$ cat src/rtl/video_timing_pkg.sv
// Shared timing constants and helpers for the raster timing generator.
// Covers the standard 1080p60 and 720p60 modes.
package video_timing_pkg;

    localparam int unsigned p1080HActive = 32'd1920;
    localparam int unsigned p1080HFront  = 32'd88;
    localparam int unsigned p1080HSyncW  = 32'd44;
    localparam int unsigned p1080HBack   = 32'd148;
    localparam int unsigned p1080VActive = 32'd1080;
    localparam int unsigned p1080VFront  = 32'd4;
    localparam int unsigned p1080VSyncW  = 32'd5;
    localparam int unsigned p1080VBack   = 32'd36;

    localparam int unsigned p720HActive  = 32'd1280;
    localparam int unsigned p720HFront   = 32'd110;
    localparam int unsigned p720HSyncW   = 32'd40;
    localparam int unsigned p720HBack    = 32'd220;
    localparam int unsigned p720VActive  = 32'd720;
    localparam int unsigned p720VFront   = 32'd5;
    localparam int unsigned p720VSyncW   = 32'd5;
    localparam int unsigned p720VBack    = 32'd20;

    // Decoded per-pixel flags, registered together so they always describe one pixel.
    typedef struct packed {
        logic de;
        logic hSync;
        logic vSync;
        logic lineStart;
        logic frameStart;
    } pixelFlags_t;

    function automatic int unsigned calcTotal(input int unsigned active,
                                              input int unsigned front,
                                              input int unsigned syncW,
                                              input int unsigned back);
        return active + front + syncW + back;
    endfunction

endpackage

$ cat src/rtl/timing_axis_counter.sv
// One raster axis: position counter with wrap plus active/sync/zero decode
// of the currently held position.
module timing_axis_counter
    import video_timing_pkg::*;
#(
    parameter int unsigned busWidth = 32'd12,
    parameter int unsigned active   = 32'd8,
    parameter int unsigned front    = 32'd2,
    parameter int unsigned syncW    = 32'd3,
    parameter int unsigned back     = 32'd2
) (
    input  logic                clk,
    input  logic                reset,
    input  logic                advance,
    output logic [busWidth-1:0] pos,
    output logic                wrap,
    output logic                inActive,
    output logic                inSync,
    output logic                atZero
);

    localparam int unsigned total = calcTotal(active, front, syncW, back);
    localparam logic [busWidth-1:0] lastPos   = busWidth'(total - 32'd1);
    localparam logic [busWidth-1:0] activeEnd = busWidth'(active);
    localparam logic [busWidth-1:0] syncStart = busWidth'(active + front);
    localparam logic [busWidth-1:0] syncEnd   = busWidth'(active + front + syncW - 32'd1);

    if (front == 32'd0 || syncW == 32'd0 || back == 32'd0) begin : gBadAxis
        $error("timing_axis_counter: porch and sync widths must be non-zero");
    end

    logic [busWidth-1:0] pos_r;
    logic                wrap_s;
    logic                inActive_s;
    logic                inSync_s;
    logic                atZero_s;

    // Bounds are constants, so the decode is pure comparisons against pos_r.
    always_comb begin
        wrap_s     = (pos_r == lastPos);
        inActive_s = (pos_r < activeEnd);
        inSync_s   = (pos_r >= syncStart) && (pos_r <= syncEnd);
        atZero_s   = (pos_r == {busWidth{1'b0}});
    end

    // Position counter; wraps to zero after the last position of the axis.
    always_ff @(posedge clk) begin
        if (reset) begin
            pos_r <= {busWidth{1'b0}};
        end else if (advance) begin
            pos_r <= wrap_s ? {busWidth{1'b0}} : pos_r + busWidth'(1);
        end
    end

    assign pos      = pos_r;
    assign wrap     = wrap_s;
    assign inActive = inActive_s;
    assign inSync   = inSync_s;
    assign atZero   = atZero_s;

endmodule

$ cat src/rtl/video_timing_gen.sv
// Raster timing generator: sync, DE, coordinates and line/frame markers,
// all registered with one cycle of latency from the internal counters.
module video_timing_gen
    import video_timing_pkg::*;
#(
    parameter int unsigned busWidth = 32'd12,
    parameter int unsigned hActive  = 32'd1920,
    parameter int unsigned hFront   = 32'd88,
    parameter int unsigned hSyncW   = 32'd44,
    parameter int unsigned hBack    = 32'd148,
    parameter int unsigned vActive  = 32'd1080,
    parameter int unsigned vFront   = 32'd4,
    parameter int unsigned vSyncW   = 32'd5,
    parameter int unsigned vBack    = 32'd36,
    parameter bit          hSyncPol = 1'b1,
    parameter bit          vSyncPol = 1'b1
) (
    input  logic                pixelClk,
    input  logic                reset,
    input  logic                enable,
    output logic                hSync,
    output logic                vSync,
    output logic                deOut,
    output logic [busWidth-1:0] hCount,
    output logic [busWidth-1:0] vCount,
    output logic                lineStart,
    output logic                frameStart
);

    if (longint'(calcTotal(hActive, hFront, hSyncW, hBack)) > (longint'(1) << busWidth) ||
        longint'(calcTotal(vActive, vFront, vSyncW, vBack)) > (longint'(1) << busWidth)) begin : gBadTotal
        $error("video_timing_gen: raster total does not fit in busWidth");
    end

    logic [busWidth-1:0] hPos_s;
    logic [busWidth-1:0] vPos_s;
    logic                hWrap_s;
    logic                unusedVWrap_s;
    logic                hInActive_s;
    logic                hInSync_s;
    logic                hAtZero_s;
    logic                vInActive_s;
    logic                vInSync_s;
    logic                vAtZero_s;
    logic                vAdvance_s;

    pixelFlags_t         flagsNext_s;
    pixelFlags_t         flags_r;
    logic [busWidth-1:0] hCount_r;
    logic [busWidth-1:0] vCount_r;

    assign vAdvance_s = hWrap_s & enable;

    timing_axis_counter #(
        .busWidth(busWidth), .active(hActive), .front(hFront), .syncW(hSyncW), .back(hBack)
    ) uHAxis (
        .clk(pixelClk), .reset(reset), .advance(enable),
        .pos(hPos_s), .wrap(hWrap_s),
        .inActive(hInActive_s), .inSync(hInSync_s), .atZero(hAtZero_s)
    );

    timing_axis_counter #(
        .busWidth(busWidth), .active(vActive), .front(vFront), .syncW(vSyncW), .back(vBack)
    ) uVAxis (
        .clk(pixelClk), .reset(reset), .advance(vAdvance_s),
        .pos(vPos_s), .wrap(unusedVWrap_s),
        .inActive(vInActive_s), .inSync(vInSync_s), .atZero(vAtZero_s)
    );

    // Combine the axis decodes into the flags for the pixel the counters hold now.
    always_comb begin
        flagsNext_s.de         = hInActive_s & vInActive_s;
        flagsNext_s.hSync      = hInSync_s ? hSyncPol : ~hSyncPol;
        flagsNext_s.vSync      = vInSync_s ? vSyncPol : ~vSyncPol;
        flagsNext_s.lineStart  = hAtZero_s;
        flagsNext_s.frameStart = hAtZero_s & vAtZero_s;
    end

    // Output stage: coordinates and flags move together so they never skew.
    always_ff @(posedge pixelClk) begin
        if (reset) begin
            hCount_r <= {busWidth{1'b0}};
            vCount_r <= {busWidth{1'b0}};
            flags_r  <= '{de: 1'b0, hSync: ~hSyncPol, vSync: ~vSyncPol,
                          lineStart: 1'b0, frameStart: 1'b0};
        end else if (enable) begin
            hCount_r <= hPos_s;
            vCount_r <= vPos_s;
            flags_r  <= flagsNext_s;
        end
    end

    assign hCount     = hCount_r;
    assign vCount     = vCount_r;
    assign deOut      = flags_r.de;
    assign hSync      = flags_r.hSync;
    assign vSync      = flags_r.vSync;
    assign lineStart  = flags_r.lineStart;
    assign frameStart = flags_r.frameStart;

endmodule

$ cat config.mk
export PLATFORM = sky130hd
export DESIGN_NAME = video_timing_gen
export DESIGN_NICKNAME = d
export VERILOG_FILES = /design/src/rtl/video_timing_pkg.sv /design/src/rtl/timing_axis_counter.sv /design/src/rtl/video_timing_gen.sv
export SDC_FILE = /design/constraint.sdc
export NUM_CORES = 1
export LEC_CHECK = 0
export ABC_AREA = 1
export BUFFER_PORTS_ARGS = -buffer_cell sky130_fd_sc_hd__buf_4
export CAP_MARGIN = 20
export CORE_ASPECT_RATIO = 1.75
export CORE_MARGIN = 3
export CORE_UTILIZATION = 61
export CTS_BUF_LIST = sky130_fd_sc_hd__clkbuf_16
export CTS_CLUSTER_SIZE = 24
export DETAILED_ROUTE_END_ITERATION = 16
export GPL_TIMING_DRIVEN = 0
export HOLD_SLACK_MARGIN = 0.08
export PLACE_DENSITY = 0.83
export SYNTH_ARGS = -nofsm -noshare
export SYNTH_HDL_FRONTEND = slang
export SYNTH_SLANG_ARGS = --single-unit
$ cat constraint.sdc
create_clock -name pixelClk -period 2.64 [get_ports pixelClk]
set_input_delay 0.528 -clock pixelClk [delete_from_list [all_inputs] [get_ports pixelClk]]
set_output_delay 0.528 -clock pixelClk [all_outputs]
set_load 0.02 [all_outputs]
== Word level (Yosys, flattened, before mapping) ==
Index checks and enable logic that the tools add are counted.

* Bits in registers: 53
* Input bits: 3
* Output and inout bits: 29
* Logic and storage cells: 30

* Add/subtract/negate cells: 2
* $lt $le $gt $ge: 6
* Equality and inequality tests: 2
* Muxes and demuxes: 4
* Bitwise logic cells: 3
* Reductions and logical operators: 4

{| class="wikitable"
|+ Operators by type and width
! kind !! number
|-
| adder 12 x 1 -> 12 bit (second input constant) || 2
|-
| >= comparator 12 x 11 -> 1 bit (second input constant) || 2
|-
| logical NOT 12 bit || 2
|-
| less-than comparator 12 x 11 -> 1 bit (second input constant) || 2
|-
| 2-to-1 mux 12 bit || 2
|-
| == test 12 x 11 -> 1 bit (second input constant) || 1
|-
| == test 12 bit (second input constant) || 1
|-
| less-or-equal comparator 12 x 11 -> 1 bit (second input constant) || 1
|-
| less-or-equal comparator 12 bit (second input constant) || 1
|-
| bitwise AND 1 bit || 3
|-
| logical AND 1 bit || 2
|-
| 2-to-1 mux 1 bit || 2
|}

== Longest topological paths before layout ==
Gate-level depths: netlist of the first run.

* Depth after elaboration: 3
* Mapped depth: 9
* Depth with buffers taken out: 9

== Cells and area by module ==
From an unflattened synthesis of the first run, not the netlist that was laid out.

* Cells, all modules: 345
* Area, all modules: 2457.4 µm²

{| class="wikitable"
|+ Modules (own cells, without submodules)
! module !! instances !! cells an instance !! area each (µm²) !! seq. area each (µm²)
|-
| video_timing_gen || 1 || 128 || 1013.5 || 580.6
|-
| timing_axis_counter at uHAxis || 1 || 117 || 757.0 || 240.2
|-
| timing_axis_counter at uVAxis || 1 || 100 || 686.9 || 240.2
|}

== Worst setup path before layout of the first run ==
No wires, ideal clock.

* Kind: input -> register
* Start: input port reset
* End: register flags_r, in the netlist hSync
* Library setup time: 0.118 ns
* Data arrival time: 1.225 ns
* Data required time: 2.522 ns
* Slack: 1.297 ns
* Stages on the path: 6
* Buffers on the path: 3
* Path through: clkbuf_1 -> inv_2 -> buf_2 -> buf_2 -> o211ai_1 -> nor2_1

{| class="wikitable"
|+ RTL lines
! item !! RTL line !! source
|-
| start: declaration || video_timing_gen.sv:19 || <nowiki>input logic reset,</nowiki>
|-
| end signal: assignment || video_timing_gen.sv:84 || <nowiki>flags_r <= '{de: 1'b0, hSync: ~hSyncPol, vSync: ~vSyncPol,</nowiki>
|-
| end signal: assignment || video_timing_gen.sv:89 || <nowiki>flags_r <= flagsNext_s;</nowiki>
|-
| end: declaration || video_timing_gen.sv:48 || <nowiki>pixelFlags_t flags_r;</nowiki>
|}

== Final worst setup path of the first run ==
* Start: register uHAxis.pos_r[1], in the netlist uHAxis.pos[1]
* End: register uVAxis.pos_r[9], in the netlist uVAxis.pos[9]

* Word-level cells in the longest chain between the ends: 2

{| class="wikitable"
|+ RTL lines
! item !! RTL line !! source
|-
| start: declaration || timing_axis_counter.sv:32 || <nowiki>logic [busWidth-1:0] pos_r;</nowiki>
|-
| start signal: assignment || timing_axis_counter.sv:49 || <nowiki>pos_r <= {busWidth{1'b0}};</nowiki>
|-
| start signal: assignment || timing_axis_counter.sv:51 || <nowiki>pos_r <= wrap_s ? {busWidth{1'b0}} : pos_r + busWidth'(1);</nowiki>
|-
| == test 12 bit || timing_axis_counter.sv:40 || <nowiki>wrap_s = (pos_r == lastPos);</nowiki>
|-
| bitwise AND 1 bit || video_timing_gen.sv:52 || <nowiki>assign vAdvance_s = hWrap_s & enable;</nowiki>
|-
| end signal: assignment || timing_axis_counter.sv:49 ||
|-
| end signal: assignment || timing_axis_counter.sv:51 ||
|-
| end: declaration || timing_axis_counter.sv:32 ||
|}

Every way passes these cells.
A chain may end at the register's enable or synchronous reset.

==> results.json, run 1 <==
{
  "clock_skew_ns": 0.00549,
  "drive_gt1_frac": 0.177,
  "slew_violations": 0,
  "status": "finished, final reports clean",
  "antenna_found_initial": 0,
  "min-delay-start": "hCount[5]",
  "cts_resized": 0,
  "htree_levels": 2,
  "core_sq_um": 3940,
  "nets": 401,
  "relSlewSlack": 0.640,
  "cap_viol_max_count": 0,
  "power.density_nw_per_um2": 549,
  "track_usage": 0.293,
  "r2r-start": "uHAxis.pos[1]",
  "hpwl_um": 5010,
  "final_cell_area_sq_um": 2950,
  "rsz0062_at_grt": "false",
  "critPathLaunch": "uHAxis.pos[1]",
  "hold_class": "flip-flop to flip-flop",
  "areaGrowthSynthToFinish_pct": 16.6,
  "cts_buffer_depth": 2,
  "regToRegSetupSlack_ns": 0.97,
  "cp-end-kind": "flip-flop",
  "postCtsSetupRepairBufs": 0,
  "netSwitchingFraction": 0.243,
  "worstPathMaxFanout": 8,
  "synth.distinct_cells": 26,
  "clkSinkCount": 53,
  "p_sw_uw": 393,
  "dp.cells": 435,
  "drc_errors": 0,
  "cts_hold_buf": 0,
  "syn_inst": 358,
  "rows": 30,
  "hold_violations": 0,
  "clockPowerShare": 0.391,
  "vias": 2496,
  "dpl_cell_area_sq_um": 2810,
  "drt_iter0_drc": 83,
  "gp_congestion": 0.913,
  "min_period_ns": 1.67,
  "firstDrtPassIters": 4,
  "internal_power_mw": 1.23,
  "worstMarginPinSlew_ns": 0.540,
  "postSynthAreaPerCell_sq_um": 7.07,
  "power_frac_comb": 0.091,
  "wl_um": 6620,
  "dieArea_sq_um": 4990,
  "yosysSeqAreaShare": 0.419,
  "routedWlPerCell_um": 14.9,
  "cts_root_buf": "clkbuf_16",
  "fin_crit_sh": 0.631,
  "leakagePower_nw": 1.24,
  "instances_no_fill": 443,
  "num_antenna_cells": 0,
  "path_clk_slew_ns": 0.07,
  "setup_violations": 0,
  "seqPwrFrac": 0.518,
  "syn-num-nets": 365,
  "grt_max_degree": 17,
  "ir_drop_v": 0.000478,
  "fmax_mhz": 600,
  "cp_data_required_time_ns": 2.83,
  "syn_area_sq_um": 2530,
  "start_kind": "flip-flop",
  "io_pins": 32,
  "clk_latency_ns": 0.29,
  "finalSetupTns_ns": 0,
  "cts_buffers": 5,
  "io_buffer_count": 29,
  "ys_seq_elements": 53,
  "ys_warn_count": 0,
  "arrival_ns": 1.85,
  "ant_nets": 0,
  "grt_pass1_vias": 2486,
  "die_h_um": 91.2,
  "path_class": "flip-flop to flip-flop",
  "grt-ovfl-total": 0,
  "fp.dieW_um": 54.7,
  "tritoncts": "yes",
  "viasPerCell": 5.63,
  "start_util": 0.642,
  "grt_pass1_wl_um": 10800
}
cells by family after synthesis:
family	Yosys count	share of synthesized area
AOI/OAI and AO/OA	65	0.130
xor gates and xnor gates	5	0.0173
adders and majority gates	4	0.0198
buffers and inverters	52	0.0845
DFF	53	0.419
and+or+nand+nor	179	0.330
state kept, by name, summed over array words and instances, names as in the netlist, 12 cells and up:
signal / count
hCount: 12
uHAxis.pos: 12
uVAxis.pos: 12
vCount: 12
critical path, cell delays in order, from the launching register on:
cell     delay [ns]
dfxtp_1        0.40
ha_1           0.25
nand2_2        0.12
nor2_2         0.17
nand3_2        0.16
nor2_4         0.23
nand3_1        0.11
nand2_1        0.08
nor2_1         0.04
layout make-up:
type	instances	area (sq um)
multi-input cells	253	1260
inverters	40	155
flip-flops and latches	53	1060
clock buffers	5	125
fillers	321	990
well taps	48	60.1
clock inverters	3	17.5
repair buffers	29	218
plain buffers	12	58.8
synth_stat cells:
| cell | instances | area, sq um |
|---|---|---|
| a21oi_1 | 37 | 185 |
| buf_2 | 5 | 25.0 |
| buf_6 | 1 | 11.3 |
| clkbuf_1 | 6 | 22.5 |
| clkinv_1 | 1 | 3.75 |
| dfxtp_1 | 53 | 1060 |
| ha_1 | 4 | 50.1 |
| inv_1 | 31 | 116 |
| inv_2 | 7 | 26.3 |
| inv_6 | 1 | 8.76 |
| nand2_1 | 74 | 278 |
| nand2_2 | 3 | 18.8 |
| nand3_1 | 17 | 85.1 |
| nand3_2 | 2 | 20.0 |
| nand4_1 | 14 | 87.6 |
| nand4_2 | 1 | 12.5 |
| nor2_1 | 43 | 161 |
| nor2_2 | 9 | 56.3 |
| nor2_4 | 4 | 45.0 |
| nor3_1 | 9 | 45.0 |
| nor3_2 | 1 | 10.0 |
| nor3b_1 | 2 | 15.0 |
| o211ai_1 | 1 | 7.51 |
| o21ai_0 | 25 | 125 |
| o21ai_1 | 2 | 10.0 |
| xor2_1 | 5 | 43.8 |
layout by cell type, fill, tap and decap left out:
| master | n |
|---|---|
| nand2_1 | 74 |
| dfxtp_1 | 53 |
| nor2_1 | 43 |
| a21oi_1 | 37 |
| inv_1 | 31 |
| buf_4 | 29 |
| o21ai_0 | 25 |
| nand3_1 | 17 |
| nand4_1 | 14 |
| nor3_1 | 9 |
| nor2_2 | 9 |
| inv_2 | 7 |
| clkbuf_1 | 6 |
| buf_2 | 5 |
| xor2_1 | 5 |
| clkbuf_16 | 5 |
| nor2_4 | 4 |
| ha_1 | 4 |
| nand2_2 | 3 |
| nand3_2 | 2 |
| nor3b_1 | 2 |
| clkinv_1 | 2 |
| o21ai_1 | 2 |
| buf_6 | 1 |
| inv_6 | 1 |
| nor3_2 | 1 |
| nand4_2 | 1 |
| o211ai_1 | 1 |
| clkinv_2 | 1 |
| clkinv_4 | 1 |
path summary, 6_finish.rpt:
| path | cells past startpoint | to |
|---|---|---|
| worst max-delay path | 8 | uVAxis.pos[9] |
| worst min register to register | 2 | hCount[5] |
| worst max register to register | 8 | uVAxis.pos[9] |
| worst min-delay path | 2 | hCount[5] |
power groups by stage:
stage                     clock network, mW  logic (mW)  registers [mW]
after global routing                  0.660       0.161           0.842
after detailed placement                  0       0.147           0.857
final                                 0.632       0.148           0.839
after floorplan                           0      0.0633           0.883
after CTS                             0.642       0.148           0.839
after global placement                    0       0.145           0.857
layer usage:
metal  vias to the layer above  routed length (um)  track usage
met3                        34                 193       0.0394
met1                      1155                2430        0.293
met2                        69                3510        0.500
met5                         -                   0            0
li1                       1238                   -            -
met4                         0                 478        0.229
per-stage QoR:
stage | setup slack [ns] | power [mW] | hold slack, ns | util
final | 0.974 | 1.62 | 0.460 | 0.749
after detailed placement | 1.05 | 1.00 | 0.452 | 0.713
after global routing | 0.858 | 1.66 | 0.490 | 0.749
after global placement | 1.07 | 1.00 | 0.450 | 0.713
after CTS | 1.01 | 1.63 | 0.463 | 0.749
after floorplan | 1.30 | 0.947 | 0.472 | -
Note: power is estimated with default switching activity, not from simulation.
==> run 2, diff against run 1 <==
--- a/config.mk
+++ b/config.mk
@@ -10,13 +10,13 @@
 export CAP_MARGIN = 20
 export CORE_ASPECT_RATIO = 1.75
 export CORE_MARGIN = 3
-export CORE_UTILIZATION = 61
+export CORE_UTILIZATION = 57
 export CTS_BUF_LIST = sky130_fd_sc_hd__clkbuf_16
 export CTS_CLUSTER_SIZE = 24
 export DETAILED_ROUTE_END_ITERATION = 16
 export GPL_TIMING_DRIVEN = 0
 export HOLD_SLACK_MARGIN = 0.08
-export PLACE_DENSITY = 0.83
+export PLACE_DENSITY = 0.79
 export SYNTH_ARGS = -nofsm -noshare
 export SYNTH_HDL_FRONTEND = slang
 export SYNTH_SLANG_ARGS = --single-unit
==> constraint.sdc (replaced) <==
create_clock -name pixelClk -period 1.6 [get_ports pixelClk]
set_input_delay 0.32 -clock pixelClk [delete_from_list [all_inputs] [get_ports pixelClk]]
set_output_delay 0.32 -clock pixelClk [all_outputs]
set_load 0.02 [all_outputs]
==> results.json, run 2 (synthesized netlist as in run 1, its figures left out) <==
{
  "slew_violations": 0,
  "power.density_nw_per_um2": 895,
  "fmax_mhz": 663,
  "status": "finished, final reports clean",
  "clk_latency_ns": 0.29,
  "num_antenna_cells": 0,
  "setup_violations": 0,
  "fp.dieW_um": 56.4,
  "grt_max_degree": 17,
  "final_cell_mix": "nand2_1, dfxtp_1, nor2_1",
  "areaGrowthSynthToFinish_pct": 18.3,
  "hold_class": "input pin to flip-flop",
  "leakagePower_nw": 1.25,
  "hold_violations": 0,
  "critPathLaunch": "uHAxis.pos[1]",
  "tritoncts": "yes",
  "final_common_cell": "nand2_1",
  "nFillCells": 345,
  "arrival_ns": 1.70,
  "track_usage": 0.263,
  "finalSetupTns_ns": 0,
  "hpwl_um": 5180,
  "die_h_um": 94.2,
  "nets": 403,
  "ant_nets": 0,
  "io_pins": 32,
  "relSlewSlack": 0.618,
  "cp_data_required_time_ns": 1.79,
  "rsz0062_at_grt": "false",
  "clkSinkCount": 53,
  "firstDrtPassIters": 4,
  "fin_crit_sh": 0.942,
  "cp-end-kind": "flip-flop",
  "wl_um": 6700,
  "rows": 31,
  "viasPerCell": 5.60,
  "regToRegSetupSlack_ns": 0.09,
  "htree_levels": 2,
  "worstMarginPinSlew_ns": 0.574,
  "antenna_found_initial": 0,
  "vias": 2496,
  "ir_drop_v": 0.00115,
  "core_sq_um": 4230,
  "drive_gt1_frac": 0.189,
  "cts_buffer_depth": 2,
  "min-delay-start": "enable",
  "gp_congestion": 0.908,
  "r2r-start": "uHAxis.pos[1]",
  "dieArea_sq_um": 5310,
  "io_buffer_count": 29,
  "drc_errors": 0,
  "grt-ovfl-total": 0,
  "cts_buffers": 5,
  "start_kind": "flip-flop",
  "path_class": "flip-flop to flip-flop",
  "drt_iter0_drc": 106,
  "path_clk_slew_ns": 0.07,
  "grt_pass1_wl_um": 10900,
  "hold_ws_ns": 0.377,
  "worstPathMaxFanout": 8,
  "routedWlPerCell_um": 15.0,
  "cts_root_buf": "clkbuf_16",
  "grt_pass1_vias": 2482,
  "min_period_ns": 1.51,
  "clock_skew_ns": 0.00644,
  "cap_viol_max_count": 0,
  "start_util": 0.599
}
## run 2: changes by cell type in the layout (fill, tap and decap cells not counted), moves of 2 or more
cell	change
buf_4	+2
nor2_4	+2
dfxtp_2	+2
dfxtp_1	-2
nor2_2	-2
## run 2: area by class of cell
type / count / area [sq um] / area share
buffer: 12 / 58.8 / 0.0196
sequential: 53 / 1060 / 0.355
timing repair buffer: 31 / 233 / 0.0777
inverter: 40 / 155 / 0.0518
multi-input combinational: 253 / 1280 / 0.428
tap: 49 / 61.3 / 0.0205
clock inverter: 3 / 17.5 / 0.00585
clock buffer: 5 / 125 / 0.0418
## run 2: critical path: stages (launching register included)
cell and delay [ns]:
dfxtp_2 0.37, ha_2 0.21, nand2_2 0.11, nor2_4 0.16, nand3_4 0.12, nor2_4 0.23, nand3_1 0.10, nand2_1 0.08
nor2_1 0.04
## run 2: worst paths after layout
kind | endpoint | cells past startpoint
worst max register to register | uVAxis.pos[10] | 8
worst max-delay path | uVAxis.pos[10] | 8
worst min-delay path | hCount[5] | 3
worst min register to register | hCount[5] | 2
## run 2: where the power goes
part	switching, mW	internal (mW)	total (mW)
Combinational	0.157	0.0883	0.246
Sequential	0.0237	1.36	1.39
Clock	0.474	0.575	1.05
## run 2: per-layer routing
layer,GRT usage,part of all wire,vias to the layer above
met2,0.486,0.54,79
met4,0.200,0.067,0
met1,0.254,0.36,1140
met3,0.0413,0.035,35
li1,-,-,1242
met5,0,0,-
## run 2: stage by stage
| stage | worst slack [ns] | power [mW] | cell area [sq um] | util | std cells |
|---|---|---|---|---|---|
| after floorplan | 0.268 | 1.56 | 2530 | - | 358 |
| after global placement | 0.0396 | 1.65 | 2810 | 0.665 | 436 |
| after detailed placement | 0.0130 | 1.66 | 2810 | 0.665 | 436 |
| after CTS | 0.00600 | 2.70 | 2950 | 0.698 | 444 |
| after global routing | 0.00275 | 2.77 | 3000 | 0.708 | 446 |
| final | 0.0920 | 2.68 | 3000 | 0.708 | 446 |
## run 2: what timing repair did
| item | in CTS | in global routing |
|---|---|---|
| hold buffers | 0 | 0 |
| endpoints found under the setup margin | 0 | 10 |
| resized for setup | 0 | 7 |
| buffers inserted | 0 | 2 |
| endpoints found under the hold margin | 0 | 0 |
